--- src/rtl/debug_unit.sv ---
// rtl/debug_unit.sv - UART-driven host control for the pipelined MIPS core
// Loads instruction memory, runs or single-steps the core, and dumps PC plus registers.
module debug_unit #(
   parameter int IMEM_ADDR_W = 8
) (
   input  logic                   Clock,
   input  logic                   Reset,
   input  logic [7:0]             RxData,
   input  logic                   RxValid,
   output logic [7:0]             TxData,
   output logic                   TxStart,
   input  logic                   TxBusy,
   output logic                   ImemWrEn,
   output logic [IMEM_ADDR_W-1:0] ImemAddr,
   output logic [31:0]            ImemWrData,
   output logic                   CpuEnable,
   output logic                   CpuReset,
   output logic [4:0]             DbgRegAddr,
   input  logic [31:0]            DbgRegData,
   input  logic [31:0]            PCResult,
   input  logic                   Halted,
   output logic [3:0]             DbgState
);

   typedef enum logic [3:0] {
      IDLE       = 4'd0,
      LOAD_CNT   = 4'd1,
      LOAD_BYTE  = 4'd2,
      LOAD_WRITE = 4'd3,
      RUN        = 4'd4,
      STEP       = 4'd5,
      DUMP_SEND  = 4'd6,
      DUMP_WAIT  = 4'd7,
      REPLY      = 4'd8,
      REPLY_WAIT = 4'd9
   } state_t;

   localparam logic [7:0] CMD_LOAD  = 8'h4C;
   localparam logic [7:0] CMD_RUN   = 8'h52;
   localparam logic [7:0] CMD_STEP  = 8'h53;
   localparam logic [7:0] CMD_DUMP  = 8'h44;
   localparam logic [7:0] CMD_ABORT = 8'h48;
   localparam logic [7:0] ACK       = 8'h06;
   localparam logic [7:0] NAK       = 8'h15;
   localparam logic [7:0] DUMP_LAST = 8'd131;

   state_t                 state;
   logic [7:0]             wordsLeft;
   logic [IMEM_ADDR_W-1:0] wordIdx;
   logic [1:0]             byteIdx;
   logic [23:0]            shiftReg;
   logic [7:0]             dumpIdx;
   logic [23:0]            sendRest;
   logic [7:0]             replyByte;
   logic                   txGuard;
   logic [7:0]             nextDumpIdx;
   logic [5:0]             nextWordNum;
   logic [31:0]            dumpWord;

   assign DbgState    = state;
   assign nextDumpIdx = dumpIdx + 8'd1;
   assign nextWordNum = nextDumpIdx[7:2];

   // Bytes 0..3 carry the PC; every later 4-byte group is one register.
   always_comb begin
      dumpWord = DbgRegData;
      if (dumpIdx < 8'd4) dumpWord = PCResult;
   end

   always_ff @(posedge Clock) begin
      if (Reset) begin
         state      <= IDLE;
         TxData     <= 8'h00;
         TxStart    <= 1'b0;
         ImemWrEn   <= 1'b0;
         ImemAddr   <= '0;
         ImemWrData <= 32'h0;
         CpuEnable  <= 1'b0;
         CpuReset   <= 1'b1;
         DbgRegAddr <= 5'd0;
         wordsLeft  <= 8'd0;
         wordIdx    <= '0;
         byteIdx    <= 2'd0;
         shiftReg   <= 24'h0;
         dumpIdx    <= 8'd0;
         sendRest   <= 24'h0;
         replyByte  <= 8'h00;
         txGuard    <= 1'b0;
      end else begin
         TxStart  <= 1'b0;
         ImemWrEn <= 1'b0;
         CpuReset <= 1'b0;
         case (state)
            IDLE: begin
               if (RxValid) begin
                  case (RxData)
                     CMD_LOAD: state <= LOAD_CNT;
                     CMD_RUN: begin
                        if (Halted) begin
                           dumpIdx    <= 8'd0;
                           DbgRegAddr <= 5'd0;
                           state      <= DUMP_SEND;
                        end else begin
                           CpuEnable <= 1'b1;
                           state     <= RUN;
                        end
                     end
                     CMD_STEP: begin
                        CpuEnable <= 1'b1;
                        state     <= STEP;
                     end
                     CMD_DUMP: begin
                        dumpIdx    <= 8'd0;
                        DbgRegAddr <= 5'd0;
                        state      <= DUMP_SEND;
                     end
                     default: begin
                        replyByte <= NAK;
                        state     <= REPLY;
                     end
                  endcase
               end
            end
            LOAD_CNT: begin
               if (RxValid) begin
                  wordsLeft <= RxData;
                  wordIdx   <= '0;
                  byteIdx   <= 2'd0;
                  if (RxData == 8'd0) begin
                     CpuReset  <= 1'b1;
                     replyByte <= ACK;
                     state     <= REPLY;
                  end else begin
                     state <= LOAD_BYTE;
                  end
               end
            end
            LOAD_BYTE: begin
               if (RxValid) begin
                  shiftReg <= {shiftReg[15:0], RxData};
                  byteIdx  <= byteIdx + 2'd1;
                  if (byteIdx == 2'd3) begin
                     ImemWrEn   <= 1'b1;
                     ImemWrData <= {shiftReg, RxData};
                     ImemAddr   <= wordIdx;
                     state      <= LOAD_WRITE;
                  end
               end
            end
            LOAD_WRITE: begin
               wordIdx   <= wordIdx + IMEM_ADDR_W'(1);
               wordsLeft <= wordsLeft - 8'd1;
               if (wordsLeft == 8'd1) begin
                  CpuReset  <= 1'b1;
                  replyByte <= ACK;
                  state     <= REPLY;
               end else begin
                  state <= LOAD_BYTE;
               end
            end
            RUN: begin
               if (Halted || (RxValid && RxData == CMD_ABORT)) begin
                  CpuEnable  <= 1'b0;
                  dumpIdx    <= 8'd0;
                  DbgRegAddr <= 5'd0;
                  state      <= DUMP_SEND;
               end
            end
            STEP: begin
               CpuEnable  <= 1'b0;
               dumpIdx    <= 8'd0;
               DbgRegAddr <= 5'd0;
               state      <= DUMP_SEND;
            end
            DUMP_SEND: begin
               if (!TxBusy) begin
                  TxStart <= 1'b1;
                  txGuard <= 1'b1;
                  state   <= DUMP_WAIT;
                  if (dumpIdx[1:0] == 2'd0) begin
                     TxData   <= dumpWord[31:24];
                     sendRest <= dumpWord[23:0];
                  end else begin
                     TxData   <= sendRest[23:16];
                     sendRest <= {sendRest[15:0], 8'h00};
                  end
               end
            end
            DUMP_WAIT: begin
               // TxBusy still reads low while TxStart is high, so skip that cycle.
               if (txGuard) begin
                  txGuard <= 1'b0;
               end else if (!TxBusy) begin
                  dumpIdx <= nextDumpIdx;
                  if (dumpIdx == DUMP_LAST) begin
                     state <= IDLE;
                  end else begin
                     if (nextDumpIdx[1:0] == 2'd0 && nextWordNum != 6'd0)
                        DbgRegAddr <= 5'(nextWordNum - 6'd1);
                     state <= DUMP_SEND;
                  end
               end
            end
            REPLY: begin
               if (!TxBusy) begin
                  TxStart <= 1'b1;
                  TxData  <= replyByte;
                  txGuard <= 1'b1;
                  state   <= REPLY_WAIT;
               end
            end
            REPLY_WAIT: begin
               if (txGuard) txGuard <= 1'b0;
               else if (!TxBusy) state <= IDLE;
            end
            default: state <= IDLE;
         endcase
      end
   end

endmodule

--- config.mk ---
export PLATFORM = sky130hd
export DESIGN_NAME = debug_unit
export DESIGN_NICKNAME = d
export VERILOG_FILES = /design/src/rtl/debug_unit.sv
export SDC_FILE = /design/constraint.sdc
export NUM_CORES = 1
export LEC_CHECK = 0
export ABC_AREA = 1
export BUFFER_PORTS_ARGS = -buffer_cell sky130_fd_sc_hd__buf_4
export CAP_MARGIN = 20
export CORE_MARGIN = 3
export CORE_UTILIZATION = 40
export CTS_CLUSTER_DIAMETER = 40
export CTS_CLUSTER_SIZE = 8
export DETAILED_ROUTE_END_ITERATION = 6
export PLACE_DENSITY = 0.65
export SETUP_SLACK_MARGIN = 0.05
export SKIP_LAST_GASP = 1
export SLEW_MARGIN = 10
export SYNTH_ARGS = -nofsm -noshare
export SYNTH_HDL_FRONTEND = slang
export SYNTH_SLANG_ARGS = --single-unit
--- constraint.sdc ---
create_clock -name Clock -period 3 [get_ports Clock]
set_input_delay 0.6 -clock Clock [delete_from_list [all_inputs] [get_ports Clock]]
set_output_delay 0.6 -clock Clock [all_outputs]
set_load 0.05 [all_outputs]
==> key figures, run 1 <==
Clock tree
  • H-tree depth reported by CTS: 4
  • Count of buffers added by post-CTS timing repair for setup: 0
  • Hold-fix buffers at CTS: 0
  • Clock transition at the register clock pins on the worst setup and hold paths after CTS: 0.06 ns
  • Max clock buf depth: 2
  • CTS tree: done
  • CTS Buf Count: 17
  • Number of clock sinks: 139
  • Number of gates resized after CTS: 0
  • Latest clock arrival within the worst-skew pair: ~0.43 ns
  • Clock root buffer: sky130_fd_sc_hd__clkbuf_16

Synth
  • Number of enable flip-flop cells after synthesis: 0
  • Synthesized area: about 6400 sq um
  • Most instantiated flip-flop cell in the synthesis netlist: sky130_fd_sc_hd__dfxtp_1
  • Most common cell in the netlist: sky130_fd_sc_hd__dfxtp_1
  • Synth unique cells: 38
  • Net count of the mapped netlist: just under 1000
  • Cell types occupying the most area after synthesis: sky130_fd_sc_hd__dfxtp_1 43%, sky130_fd_sc_hd__o21ai_0 10%, sky130_fd_sc_hd__a21oi_1 8.9%
  • Share of async-settable or async-resettable flops after synthesis: 0%
  • Sequential cell area fraction in the yosys report: a little over two fifths
  • Biggest area consumer among synthesized cells: sky130_fd_sc_hd__dfxtp_1
  • Gate Count Post-Synth: 910
  • Top cell types by occurrence after synthesis: 139 x sky130_fd_sc_hd__dfxtp_1, 138 x sky130_fd_sc_hd__nand2_1, 135 x sky130_fd_sc_hd__nor2_1, 134 x sky130_fd_sc_hd__o21ai_0, 114 x sky130_fd_sc_hd__a21oi_1
  • Flip-flop and latch count after synthesis: between 100 and 150
  • Synthesized area per cell: a little over 7 sq um
  • Syn. warnings: 0
  • Share of the synthesized area in the top cell type: between 40% and 50%

Cells and area
  • Reg area: between 2000 and 3000 sq um
  • Area growth from synthesis to layout: 28.00%
  • Layout fillers: between 1500 and 2000
  • Area of combinational cells with multiple inputs: between 3000 and 4000 sq um
  • Diodes inserted: 0
  • Fraction of layout instances using a drive strength above 1: between 20% and 30%
  • Final net count: 1112

Hold path
  • Path type of the worst min-delay path: input pin to flip-flop
  • Hold depth: 2

Timing
  • Clock Skew: roughly 0.012 ns
  • Final setup vio count: 0
  • Worst Setup Slack, final: between 0.9 and 1 ns
  • Unrepaired setup endpoints after global routing: no
  • Worst slew pin tran: about 0.77 ns
  • Remaining max-slew budget at the tightest pin: 48.49%
  • Max Freq: roughly 480 MHz
  • Min Tclk post-route: roughly 2.1 ns
  • Sum Neg Setup Slack: 0 ns
  • Tcrit/Tclk final: 69.52%
  • Hold Fails Final Rpt: 0
  • Final-report max-slew violation count: 0

Run
  • Total of max-cap violations: 0

Placement
  • Input/output buffers: roughly 140
  • Final HPWL from detailed placement: 12.23 mm
  • Gpl congestion: around 0.86
  • Dpl ws: 0.7888 ns

Power and ir drop
  • Net switching component of the power: approximately 0.0025 W
  • Cell internal power dissipation: approximately 0.0041 W
  • LEAKAGE: about 3.6 nW
  • Power per cell area: 794.1 nW/um^2
  • Clk pwr share: between 30% and 40%
  • Sw Share: between 30% and 40%
  • Worst vdd rail ir drop: ~0.45 mV
  • Relative contribution of combinational cells to total power: approximately a third
  • Sequential fraction of design power: between 30% and 40%

Worst setup path
  • CP endpoint kind: flip-flop
  • CP max FO: 21
  • R2R depth: 9
  • Critical path required time: 3.32 ns
  • Slowest stage cell on the critical path: sky130_fd_sc_hd__dfxtp_1
  • Arr. time, crit path: between 2 and 2.5 ns
  • Critical path startpoint category: flip-flop
  • Startpoint-to-endpoint class of the critical path: flip-flop to flip-flop
  • CP max stage delay: about 0.45 ns
  • Worst-path cell chain: nand2_1 > nor2_4 > inv_2 > nand3_1 > nand3_2 > nor2_4 > nand3_1 > nand2_1 > nor2_1

Route
  • Drt drc: 0
  • Wire length per cell after detailed routing: ~14 um
  • Via Count: between 6000 and 7000
  • TritonRoute pass-1 iters: 5
  • Post-route antenna net violation count: 0
  • DR iter-0 viols: ~500
  • Via-to-Cell Ratio: between 5 and 6
  • Total wire length after detailed routing: between 15 and 20 mm

Status
  • Status: completed

Floorplanning
  • CORE AREA: 15430 sq um
  • Initial Util: 41.57%
  • Die footprint: approximately 18000 sq um
  • I/O pin count: between 100 and 150
  • Standard-cell rows: 45
  • Die extent in x: roughly 130 um
  • Die span in y: ~130 um

GRT
  • Congestion Overflow GR: 0
  • Antenna violations before repair: 0
  • Pin count of the biggest net entering global routing: 46
  • Global router's overall resource usage: about a fifth
  • Number of global-route vias before repair: 5864
  • First-pass GRT wire length: ~29 mm
==> worst max-delay path, delay by kind of cell (launching register included) <==
family,cells,cell delay (ns)
flip-flops,1,0.45
AND/OR/NAND/NOR,8,1.40
buffers and inverters,1,0.12
==> per-stage QoR <==
step | hold slack [ns] | utilization [%] | cell area (sq um) | instances | power (W)
floorplan | 0.4301 | - | 6412 | 910 | 0.003749
global placement | 0.4437 | 49.11 | 7576 | 1220 | 0.004266
detailed placement | 0.4496 | 49.11 | 7576 | 1220 | 0.004271
CTS | 0.3680 | 53.20 | 8208 | 1251 | 0.006562
global route | 0.3751 | 53.20 | 8208 | 1251 | 0.006913
finish | 0.3725 | 53.20 | 8208 | 1251 | 0.006518
==> kinds of logic (layout without fill, tap and decap cells) <==
kind of cell	count (synthesis)	in the layout	share of synthesized area, %
compound gates	280	280	22.89
xor+xnor	3	3	0.4098
fa+ha+maj	7	7	1.366
buf+inv	118	248	7.415
flops	139	139	43.40
simple gates	363	363	24.53
==> cell usage in the layout (no fill, tap or decap), types with 3 or more instances in the layout <==
cell type	count
sky130_fd_sc_hd__inv_6	5
sky130_fd_sc_hd__inv_1	59
sky130_fd_sc_hd__a31oi_1	4
sky130_fd_sc_hd__o21ai_1	5
sky130_fd_sc_hd__nand3_1	50
sky130_fd_sc_hd__nand2_2	9
sky130_fd_sc_hd__nor2_2	10
sky130_fd_sc_hd__o211ai_1	5
sky130_fd_sc_hd__nor3_1	3
sky130_fd_sc_hd__nor2_1	134
sky130_fd_sc_hd__clkbuf_16	17
sky130_fd_sc_hd__o21a_1	8
sky130_fd_sc_hd__a21oi_1	114
sky130_fd_sc_hd__inv_2	11
sky130_fd_sc_hd__o21ai_0	134
sky130_fd_sc_hd__nand4_1	6
sky130_fd_sc_hd__nor2_4	6
sky130_fd_sc_hd__nand2_1	138
sky130_fd_sc_hd__buf_4	144
sky130_fd_sc_hd__dfxtp_1	139
sky130_fd_sc_hd__a221oi_1	3
sky130_fd_sc_hd__bufinv_16	4
sky130_fd_sc_hd__ha_1	7
==> layer usage <==
metal  GRT usage (%)  vias up  part of all wire, %
li1                -     3266                    -
met5               0        -                    0
met4           6.582        0                  1.5
met1           26.88     2828                   48
met3           5.057       23                  6.0
met2           30.77      154                   45
==> power groups by stage <==
stage | clock, W | combinational [W] | sequential [W]
after floorplan | 0 | 0.00138 | 0.00237
after global placement | 0 | 0.00210 | 0.00216
after detailed placement | 0 | 0.00211 | 0.00216
after CTS | 0.00232 | 0.00212 | 0.00212
after global routing | 0.00239 | 0.00238 | 0.00215
final | 0.00229 | 0.00211 | 0.00212
==> cell type report <==
cell class              instances  area share [%]
flip-flops and latches        139           33.90
repair buffers                145           13.41
well taps                     211           3.216
inverters                      72           3.308
clock inverters                14           2.515
clock buffers                  17           5.183
multi-input cells             653           38.46
==> final timing paths <==
check        slack (ns)          from       endpoint
min                0.37         Reset       ImemWrEn
max                0.91   DbgState[0]  DbgRegAddr[4]
max reg2reg        0.91   DbgState[0]  DbgRegAddr[4]
min reg2reg        0.46  shiftReg[18]   shiftReg[18]
==> state kept, by name, summed over array words and instances (netlist names), 2 cells and up <==
name and cells:
DbgRegAddr 5, DbgState 4, ImemAddr 8, ImemWrData 32, TxData 8, byteIdx 2, dumpIdx 8, replyByte 3
sendRest 24, shiftReg 24, wordIdx 8, wordsLeft 8
No activity file was read; power rests on OpenSTA's default activity.
==> inputs of run 2 (changes only) <==
==> constraint.sdc (replaced) <==
create_clock -name Clock -period 2 [get_ports Clock]
set_input_delay 0.4 -clock Clock [delete_from_list [all_inputs] [get_ports Clock]]
set_output_delay 0.4 -clock Clock [all_outputs]
set_load 0.05 [all_outputs]
==> run 2 against run 1 <==
Compared with the run above:
- die area is the same
- power up 48%
- sequential power increased by 51%
- maximum frequency up 19%
- routed wire length rose by 1.6%
- sequential cell count did not move
- sequential share of layout area fell by 0.51 points
- count of clock-buffer cells in the layout did not move
- critical path type unchanged
==> key figures, run 2 (synthesis results as in run 1) <==
Status
  • Status: completed

Route
  • Total wire length after detailed routing: around 18 mm
  • TritonRoute pass-1 iters: 5
  • DR iter-0 viols: 520
  • Post-route antenna net violation count: 0
  • Via-to-Cell Ratio: ~5
  • Via Count: ~6400
  • Drt drc: 0
  • Wire length per cell after detailed routing: approximately 14 um

Clock tree
  • CTS Buf Count: 17
  • Latest clock arrival within the worst-skew pair: roughly 0.42 ns
  • Number of clock sinks: ~140
  • H-tree depth reported by CTS: 4
  • Hold-fix buffers at CTS: 0
  • Clock root buffer: sky130_fd_sc_hd__clkbuf_16
  • CTS tree: done
  • Max clock buf depth: 2
  • Clock transition at the register clock pins on the worst setup and hold paths after CTS: 0.06 ns

Cells and area
  • Reg area: ~2800 sq um
  • Layout fillers: 1584
  • Largest registers in the final layout: ImemWrData x32, sendRest x24, shiftReg x24
  • Register with the highest flop count: ImemWrData
  • Area of combinational cells with multiple inputs: 3199 sq um
  • Final net count: roughly 1100
  • Diodes inserted: 0
  • Area growth from synthesis to layout: 30.38%
  • Most common cell after layout, fill and taps aside: sky130_fd_sc_hd__buf_4
  • Most used cells in the layout excluding fill and tap cells: 161 x sky130_fd_sc_hd__buf_4, 138 x sky130_fd_sc_hd__nand2_1, 134 x sky130_fd_sc_hd__dfxtp_1, 134 x sky130_fd_sc_hd__nor2_1, 134 x sky130_fd_sc_hd__o21ai_0
  • Fraction of layout instances using a drive strength above 1: a little under a quarter
  • Max FFs per register: 32

GRT
  • Number of global-route vias before repair: a little under 6000
  • Antenna violations before repair: 0
  • First-pass GRT wire length: slightly below 30 mm
  • Pin count of the biggest net entering global routing: 47
  • Global router's overall resource usage: between 20% and 30%
  • Congestion Overflow GR: 0

Power and ir drop
  • Worst vdd rail ir drop: 0.7158 mV
  • Relative contribution of combinational cells to total power: 34.6%
  • Cell internal power dissipation: 0.005871 W
  • Power per cell area: ~1200 nW/um^2
  • Final total power: about 0.0096 W
  • Net switching component of the power: around 0.0038 W
  • Clk pwr share: between 30% and 40%
  • Sequential fraction of design power: between 30% and 40%
  • Sw Share: about two fifths
  • LEAKAGE: ~3.7 nW

Timing
  • Max Freq: 568.6 MHz
  • Unrepaired setup endpoints after global routing: no
  • Worst Setup Slack, final: between 0.2 and 0.25 ns
  • Final-report max-slew violation count: 0
  • Tcrit/Tclk final: 87.94%
  • Worst slew pin tran: 0.4534 ns
  • Final setup vio count: 0
  • Hold Fails Final Rpt: 0
  • Min Tclk post-route: approximately 1.8 ns
  • Clock Skew: 0.008361 ns
  • Sum Neg Setup Slack: 0 ns
  • Remaining max-slew budget at the tightest pin: between 60% and 70%

Worst setup path
  • CP endpoint kind: flip-flop
  • Startpoint-to-endpoint class of the critical path: flip-flop to flip-flop
  • CP max FO: 11
  • Arr. time, crit path: between 2 and 2.5 ns
  • Critical path required time: roughly 2.4 ns
  • Critical path startpoint category: flip-flop

Floorplanning
  • Initial Util: about two fifths
  • Standard-cell rows: between 40 and 50
  • Die span in y: 132.6 um
  • Die extent in x: around 130 um
  • CORE AREA: around 15000 sq um
  • I/O pin count: 138
  • Die footprint: between 15000 and 20000 sq um

Run
  • Total of max-cap violations: 0

Placement
  • Final HPWL from detailed placement: around 13 mm
  • Dpl ws: roughly 0.14 ns
  • Input/output buffers: about 140
  • Gpl congestion: ~0.88

Hold path
  • Path type of the worst min-delay path: input pin to flip-flop
[run 2: cell types whose count changed in the layout (fill, tap and decap cells not counted), moves of 2 or more]
cell,delta
sky130_fd_sc_hd__dfxtp_2,+4
sky130_fd_sc_hd__dfxtp_1,-5
sky130_fd_sc_hd__clkinv_4,+2
sky130_fd_sc_hd__bufinv_16,-3
sky130_fd_sc_hd__ha_1,-2
sky130_fd_sc_hd__buf_4,+17
sky130_fd_sc_hd__a21oi_1,-2
sky130_fd_sc_hd__a21oi_2,+2
[run 2: final cells by class]
type	instances	area share [%]
clock buffers	17	5.088
clock inverters	15	1.871
inverters	72	3.292
multi-input cells	653	38.27
flip-flops and latches	139	33.39
well taps	211	3.158
repair buffers	163	14.94
[run 2: power by group through the flow]
stage	clock network, W	registers, W	logic, W
3_5_place_dp	0	0.00325	0.00327
2_1_floorplan	0	0.00355	0.00207
5_1_grt	0.00326	0.00324	0.00377
6_report	0.00311	0.00321	0.00333
3_3_place_gp	0	0.00325	0.00325
4_1_cts	0.00315	0.00319	0.00329
[run 2: worst paths after layout]
kind	slack, ns	cells past startpoint	start	end
max	0.24	8	DbgState[0]	wordsLeft[7]
min	0.23	2	Reset	ImemWrEn
max reg2reg	0.24	8	DbgState[0]	wordsLeft[7]
min reg2reg	0.46	2	replyByte[2]	replyByte[2]
[run 2: timing repair]
action                                  4_1_cts  5_1_grt
endpoints found under the setup margin        0       22
buffers inserted                              0        1
gates resized for setup                       0       15
[run 2: routing by layer]
| layer | up-vias | track usage [%] | part of all wire [%] |
|---|---|---|---|
| met5 | - | 0 | 0 |
| met3 | 17 | 5.741 | 6.2 |
| li1 | 3301 | - | - |
| met2 | 177 | 31.08 | 45 |
| met1 | 2881 | 28.14 | 48 |
| met4 | 0 | 5.658 | 1.5 |
[run 2: critical path: stages, from the launching register on]
cell and delay, ns:
sky130_fd_sc_hd__dfxtp_2 0.39, sky130_fd_sc_hd__inv_1 0.08, sky130_fd_sc_hd__nor2_1 0.19, sky130_fd_sc_hd__nand2_1 0.18, sky130_fd_sc_hd__nor2_4 0.26, sky130_fd_sc_hd__inv_2 0.18
sky130_fd_sc_hd__o22ai_1 0.21, sky130_fd_sc_hd__inv_1 0.06, sky130_fd_sc_hd__a21oi_1 0.13
[run 2: per-stage QoR]
stage / hold slack, ns / instances / util, % / cell area (sq um)
2_1_floorplan: 0.4301 / 910 / - / 6412
3_3_place_gp: 0.4501 / 1237 / 50.02 / 7716
3_5_place_dp: 0.4457 / 1237 / 50.02 / 7716
4_1_cts: 0.2160 / 1269 / 53.79 / 8298
5_1_grt: 0.2198 / 1270 / 54.19 / 8361
6_report: 0.2333 / 1270 / 54.19 / 8361
==> inputs of run 3 (changes only) <==
--- a/config.mk
+++ b/config.mk
@@ -5,7 +5,6 @@
 export SDC_FILE = /design/constraint.sdc
 export NUM_CORES = 1
 export LEC_CHECK = 0
-export ABC_AREA = 1
 export BUFFER_PORTS_ARGS = -buffer_cell sky130_fd_sc_hd__buf_4
 export CAP_MARGIN = 20
 export CORE_MARGIN = 3
==> run 3 against run 2 <==
Compared with the run above:
- via count down 0.44%
- area after synthesis up 0.80%
- power down 15%
- largest cell class unchanged
==> key figures, run 3 <==
Status
  • Status: completed

Floorplanning
  • Die extent in x: roughly 130 um
  • Standard-cell rows: 45
  • Initial Util: a little over two fifths
  • Die footprint: 17720 sq um
  • I/O pin count: between 100 and 150
  • Die span in y: 133.1 um
  • CORE AREA: around 15000 sq um

Route
  • Post-route antenna net violation count: 0
  • Total wire length after detailed routing: ~18 mm
  • Via-to-Cell Ratio: ~5.3
  • TritonRoute pass-1 iters: 5
  • Drt drc: 0
  • Via Count: ~6300
  • DR iter-0 viols: 433
  • Wire length per cell after detailed routing: 14.76 um

Clock tree
  • CTS Buf Count: 17
  • CTS tree: done
  • Latest clock arrival within the worst-skew pair: approximately 0.42 ns
  • Hold-fix buffers at CTS: 0
  • Number of clock sinks: around 140
  • Max clock buf depth: 2
  • H-tree depth reported by CTS: 4
  • Clock root buffer: sky130_fd_sc_hd__clkbuf_16
  • Clock transition at the register clock pins on the worst setup and hold paths after CTS: approximately 0.06 ns

Cells and area
  • Final net count: 1064
  • Largest registers in the final layout: ImemWrData x32, sendRest x24, shiftReg x24
  • Most common cell after layout, fill and taps aside: sky130_fd_sc_hd__buf_4
  • Register with the highest flop count: ImemWrData
  • Layout fillers: 1441
  • Diodes inserted: 0
  • Most used cells in the layout excluding fill and tap cells: 192 x sky130_fd_sc_hd__buf_4, 161 x sky130_fd_sc_hd__nand2_1, 132 x sky130_fd_sc_hd__dfxtp_1, 119 x sky130_fd_sc_hd__a21oi_1, 106 x sky130_fd_sc_hd__nor2_1
  • Max FFs per register: 32
  • Fraction of layout instances using a drive strength above 1: 25.88%
  • Area growth from synthesis to layout: 35.04%

Synth
  • Combinational family with the most area after synthesis: simple AND/OR/NAND/NOR gates
  • Synthesized area per cell: a little under 8 sq um
  • Synth unique cells: 65
  • Most instantiated flip-flop cell in the synthesis netlist: sky130_fd_sc_hd__dfxtp_1
  • Simple-gate share of the synthesized area: 23.75%
  • Most common cell in the netlist: sky130_fd_sc_hd__nand2_1
  • Sequential cell area fraction in the yosys report: between 40 and 50%
  • Synthesized-area fraction occupied by adder cells: 1.355%
  • Share of async-settable or async-resettable flops after synthesis: 0%
  • Gate Count Post-Synth: between 800 and 900
  • Compound-cell area share of the yosys netlist: about a fifth
  • Xor and xnor area share after synthesis: less than 1%
  • Net count of the mapped netlist: 912
  • Synthesized area: about 6500 sq um
  • Top cell types by occurrence after synthesis: 161 x sky130_fd_sc_hd__nand2_1, 139 x sky130_fd_sc_hd__dfxtp_1, 120 x sky130_fd_sc_hd__a21oi_1, 107 x sky130_fd_sc_hd__nor2_1, 44 x sky130_fd_sc_hd__clkbuf_1
  • Cell types occupying the most area after synthesis: sky130_fd_sc_hd__dfxtp_1 43%, sky130_fd_sc_hd__nand2_1 9.3%, sky130_fd_sc_hd__a21oi_1 9.3%
  • Flip-flop and latch count after synthesis: around 140
  • Multiplexer area fraction after synthesis: 5.439%
  • Share of the synthesized area in the top cell type: 43.05%
  • Syn. warnings: 0
  • Number of enable flip-flop cells after synthesis: 0
  • Biggest area consumer among synthesized cells: sky130_fd_sc_hd__dfxtp_1

GRT
  • Congestion Overflow GR: 0
  • Pin count of the biggest net entering global routing: 64
  • Busiest layer in global routing: met2
  • First-pass GRT wire length: 28.52 mm
  • GR met3 Demand/Resource: ~5%
  • Met2 Track Usage GR: 29.57%
  • Met1 GRT Util: approximately 28%
  • Antenna violations before repair: 0
  • Global router's overall resource usage: approximately a fifth
  • Number of global-route vias before repair: 5762

Worst setup path
  • Slowest stage cell on the critical path: sky130_fd_sc_hd__or3_4
  • CP max FO: 8
  • CP endpoint kind: flip-flop
  • Critical path's top delay family: compound AO/OA/AOI/OAI gates
  • Critical path required time: 2.37 ns
  • Critical path startpoint category: flip-flop
  • Arr. time, crit path: ~2.3 ns
  • Number of buffer and inverter stages on the critical path: 0
  • CP max stage delay: approximately 0.41 ns
  • Startpoint-to-endpoint class of the critical path: flip-flop to flip-flop
  • Worst-path cell chain: ha_4 > nand4_1 > or3_4 > a221oi_4 > o21ai_2 > a21oi_2 > a22o_1

Power and ir drop
  • LEAKAGE: approximately 3.4 nW
  • Net switching component of the power: around 0.0025 W
  • Relative contribution of combinational cells to total power: approximately 23%
  • Cell internal power dissipation: approximately 0.0057 W
  • Clk pwr share: between 30% and 40%
  • Power per cell area: between 900 and 1000 nW/um^2
  • Sw Share: a little under a third
  • Sequential fraction of design power: ~38%
  • Worst vdd rail ir drop: 0.6990 mV
  • Final total power: ~0.0082 W

Timing
  • Final-report max-slew violation count: 0
  • Hold Fails Final Rpt: 0
  • Tcrit/Tclk final: a little over nine tenths
  • Worst slew pin tran: 0.4774 ns
  • Min Tclk post-route: 1.958 ns
  • Max Freq: 510.6 MHz
  • Worst Setup Slack, final: between 0.04 and 0.05 ns
  • Clock Skew: between 0.009 and 0.01 ns
  • Minimum hold slack: 0.2740 ns
  • Unrepaired setup endpoints after global routing: yes
  • Remaining max-slew budget at the tightest pin: about two thirds
  • Final setup vio count: 0
  • Sum Neg Setup Slack: 0 ns

Hold path
  • Path type of the worst min-delay path: input pin to flip-flop

Placement
  • Final HPWL from detailed placement: roughly 12 mm
  • Gpl congestion: just under 0.9
  • Input/output buffers: about 140
  • Dpl ws: -0.06591 ns

Run
  • Total of max-cap violations: 0
==> run 3: power by group through the flow <==
stage          clock (W)  combinational, W  sequential, W
4_1_cts          0.00332           0.00181        0.00307
2_1_floorplan          0           0.00102        0.00321
6_report         0.00326           0.00184        0.00308
3_3_place_gp           0           0.00179        0.00313
5_1_grt          0.00343           0.00202        0.00310
3_5_place_dp           0           0.00180        0.00313
==> run 3: cell families after synthesis <==
logic type,after synthesis
XOR/XNOR,6
AO/OA/AOI/OAI,218
AND/OR/NAND/NOR,347
flip-flops,139
adder cells (fa/ha/maj),7
multiplexers,35
buffers and inverters,76
==> run 3: repair_timing <==
item                                    4_1_cts  5_1_grt
buffers inserted                              0        3
gates resized for setup                       2       11
pin swaps                                     1        7
endpoints found under the setup margin        4       47
gates cloned                                  0        1
==> run 3: through the flow <==
step | utilization [%] | instances | cell area, sq um
finish | 56.37 | 1204 | 8728
global route | 56.37 | 1204 | 8728
CTS | 55.76 | 1200 | 8633
detailed placement | 51.73 | 1168 | 8010
global placement | 51.73 | 1168 | 8010
floorplan | - | 828 | 6502
==> run 3: worst min-delay path: cells and delay by family <==
family	cells	cell delay, ns
simple gates	1	0.06
buf+inv	1	0.14
compound gates	1	0.05
==> run 3: final cells by class <==
cell class / instances / area [sq um] / area share (%)
Multi-Input combinational cell: 613 / 3445 / 39.46
Sequential cell: 139 / 2799 / 32.07
Timing Repair Buffer: 198 / 1567 / 17.95
Clock buffer: 17 / 425.4 / 4.874
Tap cell: 211 / 264.0 / 3.025
Clock inverter: 15 / 187.7 / 2.150
Inverter: 11 / 41.29 / 0.4731
==> run 3: per-layer routing <==
layer | wire (um) | vias up
li1 | - | 3200
met1 | 8482 | 2932
met2 | 7895 | 198
met3 | 1199 | 18
met4 | 191 | 0
met5 | 0 | -
==> run 3: final timing paths <==
path | from | slack (ns) | cells after the start | end
setup reg to reg | dumpIdx[1] | 0.04 | 7 | DbgRegAddr[0]
setup / recovery | dumpIdx[1] | 0.04 | 7 | DbgRegAddr[0]
hold / removal | RxData[7] | 0.27 | 3 | ImemWrData[7]
hold reg to reg | ImemWrData[14] | 0.45 | 2 | ImemWrData[14]
